[src/rtl/dc_block_pkg.sv]
// Shared types and helpers for the time-multiplexed DC blocker.
package dc_block_pkg;

   typedef enum logic [1:0] {
      IDLE = 2'd0,
      MUL  = 2'd1,
      ACC  = 2'd2,
      DONE = 2'd3
   } state_t;

   // Largest alpha exponent; larger shift requests are clamped to this.
   localparam int unsigned SHIFT_MAX = 12;

   // Widest sample the saturation helper supports. Callers sign-extend
   // into it and keep the low W bits of the result.
   localparam int unsigned SAT_MAX_W = 32;

   // Saturate a signed value to the w-bit two's complement range.
   function automatic logic signed [SAT_MAX_W-1:0] sat_w(
      input logic signed [SAT_MAX_W+1:0] v,
      input int unsigned                 w
   );
      logic signed [SAT_MAX_W+1:0] hi;
      logic signed [SAT_MAX_W+1:0] lo;
      hi = (34'sd1 <<< (w - 1)) - 34'sd1;
      lo = -hi - 34'sd1;
      if (v > hi)
         return hi[SAT_MAX_W-1:0];
      else if (v < lo)
         return lo[SAT_MAX_W-1:0];
      else
         return v[SAT_MAX_W-1:0];
   endfunction

endpackage

[src/rtl/dc_block_alu.sv]
// Combinational datapath of the shared DC blocker core. Produces the
// feedback product for the MUL step and the saturated output for the ACC
// step; the product register between them lives in the scheduler.
module dc_block_alu
   import dc_block_pkg::*;
#(
   parameter int W = 16
) (
   input  logic signed [W-1:0]   x,
   input  logic signed [W-1:0]   x_prev,
   input  logic signed [W-1:0]   y_prev,
   input  logic signed [2*W-1:0] prod,
   input  logic        [3:0]     s,
   output logic signed [2*W-1:0] mul,
   output logic signed [W-1:0]   y
);

   logic signed [2*W-1:0]       coef;
   logic signed [2*W-1:0]       shifted;
   logic signed [W:0]           diff;
   logic signed [W+1:0]         sum;
   logic signed [SAT_MAX_W-1:0] y_full;

   // Feedback product y_prev*(2^S-1) and the saturated difference-plus-feedback.
   // NOTE: every output of a combinational block is assigned on every pass, so no latch is inferred.
   always_comb begin
      coef    = $signed(((2*W)'(1) << s) - (2*W)'(1));
      mul     = (2*W)'(y_prev) * coef;
      diff    = (W+1)'(x) - (W+1)'(x_prev);
      // Arithmetic shift: rounds toward negative infinity. |prod>>>S| < 2^(W-1),
      // so the low W+2 bits carry the full value.
      shifted = prod >>> s;
      sum     = (W+2)'(diff) + $signed(shifted[W+1:0]);
      y_full  = sat_w((SAT_MAX_W+2)'(sum), W);
      y       = y_full[W-1:0];
   end

endmodule

[src/rtl/dc_block_sched.sv]
// Time-multiplexed multi-channel DC blocker. Each accepted frame is run
// channel by channel through one shared multiply/accumulate core, two
// cycles per channel, followed by a single DONE cycle that publishes it.
module dc_block_sched
   import dc_block_pkg::*;
#(
   parameter int W    = 16,
   parameter int N_CH = 4
) (
   input  logic                clk,
   input  logic                rst,
   input  logic                sample_strobe,
   input  logic [N_CH*W-1:0]   sample_in,
   input  logic [N_CH-1:0]     bypass,
   input  logic [3:0]          shift,
   output logic [N_CH*W-1:0]   sample_out,
   output logic                out_valid,
   output logic                busy,
   output logic                overrun
);

   localparam int CH_W = (N_CH > 1) ? $clog2(N_CH) : 1;
   localparam logic [CH_W-1:0] LAST_CH = CH_W'(N_CH - 1);

   state_t                state;
   logic [CH_W-1:0]       ch;
   logic signed [W-1:0]   x_lat   [N_CH];
   logic signed [W-1:0]   x_prev  [N_CH];
   logic signed [W-1:0]   y_prev  [N_CH];
   logic signed [W-1:0]   out_buf [N_CH];
   logic [N_CH-1:0]       byp_lat;
   logic [3:0]            s_lat;
   logic [3:0]            shift_clamped;
   logic signed [2*W-1:0] prod;
   logic signed [2*W-1:0] mul;
   logic signed [W-1:0]   y_alu;

   assign shift_clamped = (shift > 4'(SHIFT_MAX)) ? 4'(SHIFT_MAX) : shift;

   dc_block_alu #(.W(W)) u_alu (
      .x      (x_lat[ch]),
      .x_prev (x_prev[ch]),
      .y_prev (y_prev[ch]),
      .prod   (prod),
      .s      (s_lat),
      .mul    (mul),
      .y      (y_alu)
   );

   // Frame scheduler: accept in IDLE, alternate MUL/ACC per channel, publish in DONE.
   // NOTE: state is updated with non-blocking assignments so every register samples pre-edge values.
   always_ff @(posedge clk or posedge rst) begin
      if (rst) begin
         state      <= IDLE;
         ch         <= '0;
         prod       <= '0;
         byp_lat    <= '0;
         s_lat      <= '0;
         sample_out <= '0;
         out_valid  <= 1'b0;
         busy       <= 1'b0;
         overrun    <= 1'b0;
         // NOTE: channel state is a small flop array, so it is reset explicitly;
         // a RAM-based store would need a clearing sweep instead.
         for (int c = 0; c < N_CH; c++) begin
            x_lat[c]   <= '0;
            x_prev[c]  <= '0;
            y_prev[c]  <= '0;
            out_buf[c] <= '0;
         end
      end else begin
         out_valid <= 1'b0;
         if (sample_strobe && state != IDLE)
            overrun <= 1'b1;
         case (state)
            IDLE: begin
               if (sample_strobe) begin
                  for (int c = 0; c < N_CH; c++)
                     x_lat[c] <= sample_in[c*W +: W];
                  byp_lat <= bypass;
                  s_lat   <= shift_clamped;
                  ch      <= '0;
                  busy    <= 1'b1;
                  state   <= MUL;
               end
            end
            MUL: begin
               prod  <= mul;
               state <= ACC;
            end
            ACC: begin
               x_prev[ch] <= x_lat[ch];
               if (byp_lat[ch]) begin
                  // Bypass passes the input through and zeroes the feedback,
                  // so leaving bypass later produces no step.
                  out_buf[ch] <= x_lat[ch];
                  y_prev[ch]  <= '0;
               end else begin
                  out_buf[ch] <= y_alu;
                  y_prev[ch]  <= y_alu;
               end
               if (ch == LAST_CH) begin
                  state <= DONE;
               end else begin
                  ch    <= ch + 1'b1;
                  state <= MUL;
               end
            end
            DONE: begin
               for (int c = 0; c < N_CH; c++)
                  sample_out[c*W +: W] <= out_buf[c];
               out_valid <= 1'b1;
               busy      <= 1'b0;
               state     <= IDLE;
            end
            default: state <= IDLE;
         endcase
      end
   end

endmodule

[config.mk]
export PLATFORM = sky130hd
export DESIGN_NAME = dc_block_sched
export DESIGN_NICKNAME = d
export VERILOG_FILES = /design/src/rtl/dc_block_pkg.sv /design/src/rtl/dc_block_alu.sv /design/src/rtl/dc_block_sched.sv
export SDC_FILE = /design/constraint.sdc
export NUM_CORES = 2
export LEC_CHECK = 0
export CAP_MARGIN = 25
export CORE_MARGIN = 8
export CORE_UTILIZATION = 48
export CTS_CLUSTER_SIZE = 30
export DETAILED_ROUTE_END_ITERATION = 10
export GPL_TIMING_DRIVEN = 0
export PLACE_DENSITY = 0.66
export SLEW_MARGIN = 40
export SYNTH_ARGS = -nofsm -noshare
export SYNTH_HDL_FRONTEND = slang
export SYNTH_HIERARCHICAL = 1
export SYNTH_SLANG_ARGS = --single-unit
[constraint.sdc]
create_clock -name clk -period 15.6 [get_ports clk]
set_clock_uncertainty 0.05 [all_clocks]
set_input_delay 1.56 -clock clk [delete_from_list [all_inputs] [get_ports clk]]
set_output_delay 1.56 -clock clk [all_outputs]
set_load 0.01 [all_outputs]
==> key figures <==
Timing
  – Max Slew Vio Count: 0
  – Final hold vios: 0
  – Worst slew pin tran: 0.954 ns
  – RSZ-0062 raised after global routing: no
  – Worst rel slew slack: 36.4%
  – Period utilization: 73.6%
  – Peak Freq: 87.0 MHz
  – Final setup fails: 0
  – Hold Slack: 0.422 ns
  – Fin crit period: about 11 ns

Hold path
  – Hold Crit Endpoint: x_prev[2]$_DFFE_PP0P_
  – Hold Path Stages: 2
  – HP Start: x_prev[2]$_DFFE_PP0P_
  – Hold Path Class: reg2reg

Die
  – Site Rows: 92
  – Number of I/O pins: 142
  – Starting Density: 48.2%
  – Die W: 267 µm
  – Die area: 71100 µm²
  – Core ar.: ~63000 µm²
  – Die height: roughly 270 µm

Routing
  – DRT Wirelength: 85.6 mm
  – DRT antenna net count: 0
  – Pre-Repair DR Iteration Count: 6
  – Via count: 22.3k
  – Routed len/inst: 21.2 µm
  – Initial drt markers: 1770
  – Residual DRC: 0
  – Vias/cell: around 5.5

Critical path
  – CP most frequent cell: fa_1
  – CP startpoint kind: register
  – R2R Path Start: s_lat[0]$_DFFE_PP0P_
  – Critical path type: reg2reg
  – Slowest CP cell: clkbuf_1
  – WP data arrival: 11.88 ns
  – Cell family with most CP delay: adder cells
  – Crit path largest cell delay: 0.71 ns
  – CP max FO: 10
  – Worst-case reg-to-reg path depth: 35
  – CP required: 15.99 ns
  – Buffer and inverter count on the worst path: 11
  – Reg2reg setup slack: between 4 and 5 ns
  – FF-to-FF End: prod[30]$_DFFE_PP0N_
  – CP endpoint kind: register

Layout
  – Filler cells: approximately 5.5k
  – Fraction of layout cells with a size suffix above 1: 12.5%
  – Total Nets Final: 3686
  – ANT cells: 0
  – Area delta synth->final: 13.9%

Job
  – Number of max-cap violations: 0

GRT
  – Vias in the first global route: between 20k and 25k
  – Initial antenna violation count: 3
  – GR Overflow Total: 0
  – Total GRT Usage: 24.3%
  – Largest net degree at the start of global routing: a little over 80
  – First-pass GRT wire length: 135 mm

Clock tree
  – CTS buffer count: 40
  – Clock latency on the worst-skew pair: 0.56 ns
  – CTS H-tree depth: 2
  – CTS resizes: 0
  – CTS Hold Bufs: 0
  – Root Driver: clkbuf_16
  – CTS sink count: roughly 370
  – Max clock buf depth: 3
  – # Post-CTS Setup Buffers: 0
  – CTS tree: done
  – Reg clk slew, reported paths: approximately 0.07 ns

Placement
  – Gpl congestion: 0.963
  – DP Wirelength: 67.3 mm
  – PortBufs: 141

Yosys
  – Fraction of the mapped netlist area in adder cells: 26.3%
  – Post-Synth Simple-Gate Area: 11.9%
  – Sequential share of the synthesized area: 30.4%
  – Mapped Cells: 2928
  – Cell Area, Synth: 30200 µm²
  – Post-synthesis mux area share: 13.0%
  – Synthesized flop and latch total: approximately 370
  – Synth Area in Compound Gates: 8.42%
  – Synth async-reset ratio: 100%
  – Synth cell types: 75
  – Syn. warnings: 6
  – Largest family of logic cells by synthesized area: adder cells
  – Avg Inst Size Synth: 10.3 µm²
  – EDFF count, synth: 0
  – Xor/xnor share of the synthesized area: 1.83%
  – Top FF cell, synth: dfrtp_1

Status
  – Status: finished clean
==> layout make-up <==
type | count | area, µm² | share of cell area [%]
buffer | 157 | 696 | 2.02
clock buffer | 60 | 1220 | 3.54
clock inverter | 14 | 159 | 0.462
inverter | 466 | 1760 | 5.11
multi-input combinational | 1992 | 18800 | 54.7
sequential | 367 | 9180 | 26.7
tap | 846 | 1060 | 3.08
timing repair buffer | 145 | 1520 | 4.43
==> cell families (layout without fill, tap and decap cells) <==
family                     after synthesis  after routing
and+or+nand+nor                        767            767
buffers and inverters                  623            842
adders and majority gates              442            442
AOI/OAI and AO/OA                      382            382
DFF                                    367            367
muxes                                  284            284
xor gates and xnor gates                61             61
other                                    2             56
==> cell usage after synthesis (all sizes together), types with 4 or more instances <==
cell	n	area share, %
o2bb2ai	65	1.9
xnor2	42	1.3
inv	466	5.8
nand2	417	5.2
o22ai	18	0.58
o21bai	6	0.15
o211ai	8	0.22
clkbuf	113	1.4
nor2	62	0.77
a31oi	7	0.15
xor2	19	0.55
o311ai	4	0.12
or2	4	0.083
a211oi	5	0.12
and3	6	0.12
a21oi	110	1.9
mux2i	44	1.7
a21o	25	0.67
and2	96	2.0
nand3b	8	0.20
buf	44	0.87
o21ai	104	1.7
and3b	4	0.12
o31ai	5	0.14
nand4	4	0.083
nand3	27	0.45
mux4	63	4.7
o21a	8	0.20
mux2	177	6.6
nor2b	86	1.8
nand2b	32	0.66
nor3	10	0.17
dfrtp	367	30
ha	121	5.0
fa	321	21
==> layout by cell type, fill, tap and decap left out, types with 8 or more instances in the layout <==
master / instances
inv_1: 464
nand2_1: 415
dfrtp_1: 367
fa_1: 321
mux2_2: 177
clkdlybuf4s50_1: 141
ha_1: 121
clkbuf_1: 113
a21oi_1: 107
and2_1: 96
nor2b_1: 86
o21ai_0: 79
o2bb2ai_1: 64
mux4_2: 62
nor2_1: 61
conb_1: 56
xnor2_1: 41
clkbuf_16: 40
mux2i_1: 34
nand2b_1: 32
nand3_1: 27
buf_2: 26
o21ai_1: 24
a21o_1: 23
xor2_1: 18
clkbuf_8: 14
o22ai_2: 13
buf_1: 10
nor3_1: 10
nand3b_1: 8
==> tightest hold or removal path: stages (launching register included) <==
cell and delay, ns:
dfrtp_1 0.34, nand2_1 0.05, nand2_1 0.05
==> metal layers <==
| metal | share of wire [%] | GRT usage [%] | up-vias |
|---|---|---|---|
| li1 | - | - | 9822 |
| met1 | 42 | 33.7 | 11385 |
| met2 | 47 | 39.0 | 919 |
| met3 | 8.0 | 4.65 | 143 |
| met4 | 2.7 | 6.68 | 2 |
| met5 | 0.013 | 0 | - |
==> per-stage QoR <==
stage          setup TNS (ns)  setup slack (ns)  cells  instance area (µm²)  util (%)
2_1_floorplan               0              3.80   2982                30400         -
6_report                    0              4.11   4047                34400      54.9
3_3_place_gp           -33.03            -0.163   3969                32800      52.5
4_1_cts                     0              4.09   4047                34400      54.9
5_1_grt                     0              3.66   4047                34400      54.9
3_5_place_dp                0              4.10   3973                33000      52.7
==> registers in the layout (all words and copies together), names as in the netlist <==
name / count
out_buf: 64
sample_out: 64
x_lat: 64
x_prev: 64
y_prev: 64
prod: 32
byp_lat: 4
s_lat: 4
ch: 2
state: 2
busy: 1
out_valid: 1
overrun: 1
==> worst max-delay path by stage <==
stage / startpoint / end / slack [ns] / cells after the start
3_3_place_gp: rst / y_prev[28]$_DFFE_PP0P_ / -0.16 / 2
3_5_place_dp: s_lat[0]$_DFFE_PP0P_ / prod[30]$_DFFE_PP0N_ / 4.10 / 35
6_report: s_lat[0]$_DFFE_PP0P_ / prod[30]$_DFFE_PP0N_ / 4.11 / 35
5_1_grt: s_lat[0]$_DFFE_PP0P_ / prod[30]$_DFFE_PP0N_ / 3.66 / 36
4_1_cts: s_lat[0]$_DFFE_PP0P_ / prod[30]$_DFFE_PP0N_ / 4.09 / 35
2_1_floorplan: rst / busy$_DFFE_PP0P_ / 3.80 / 1
Power is not shown: default switching activity piles up to over one toggle a cycle in this logic, so the estimate is an artifact.
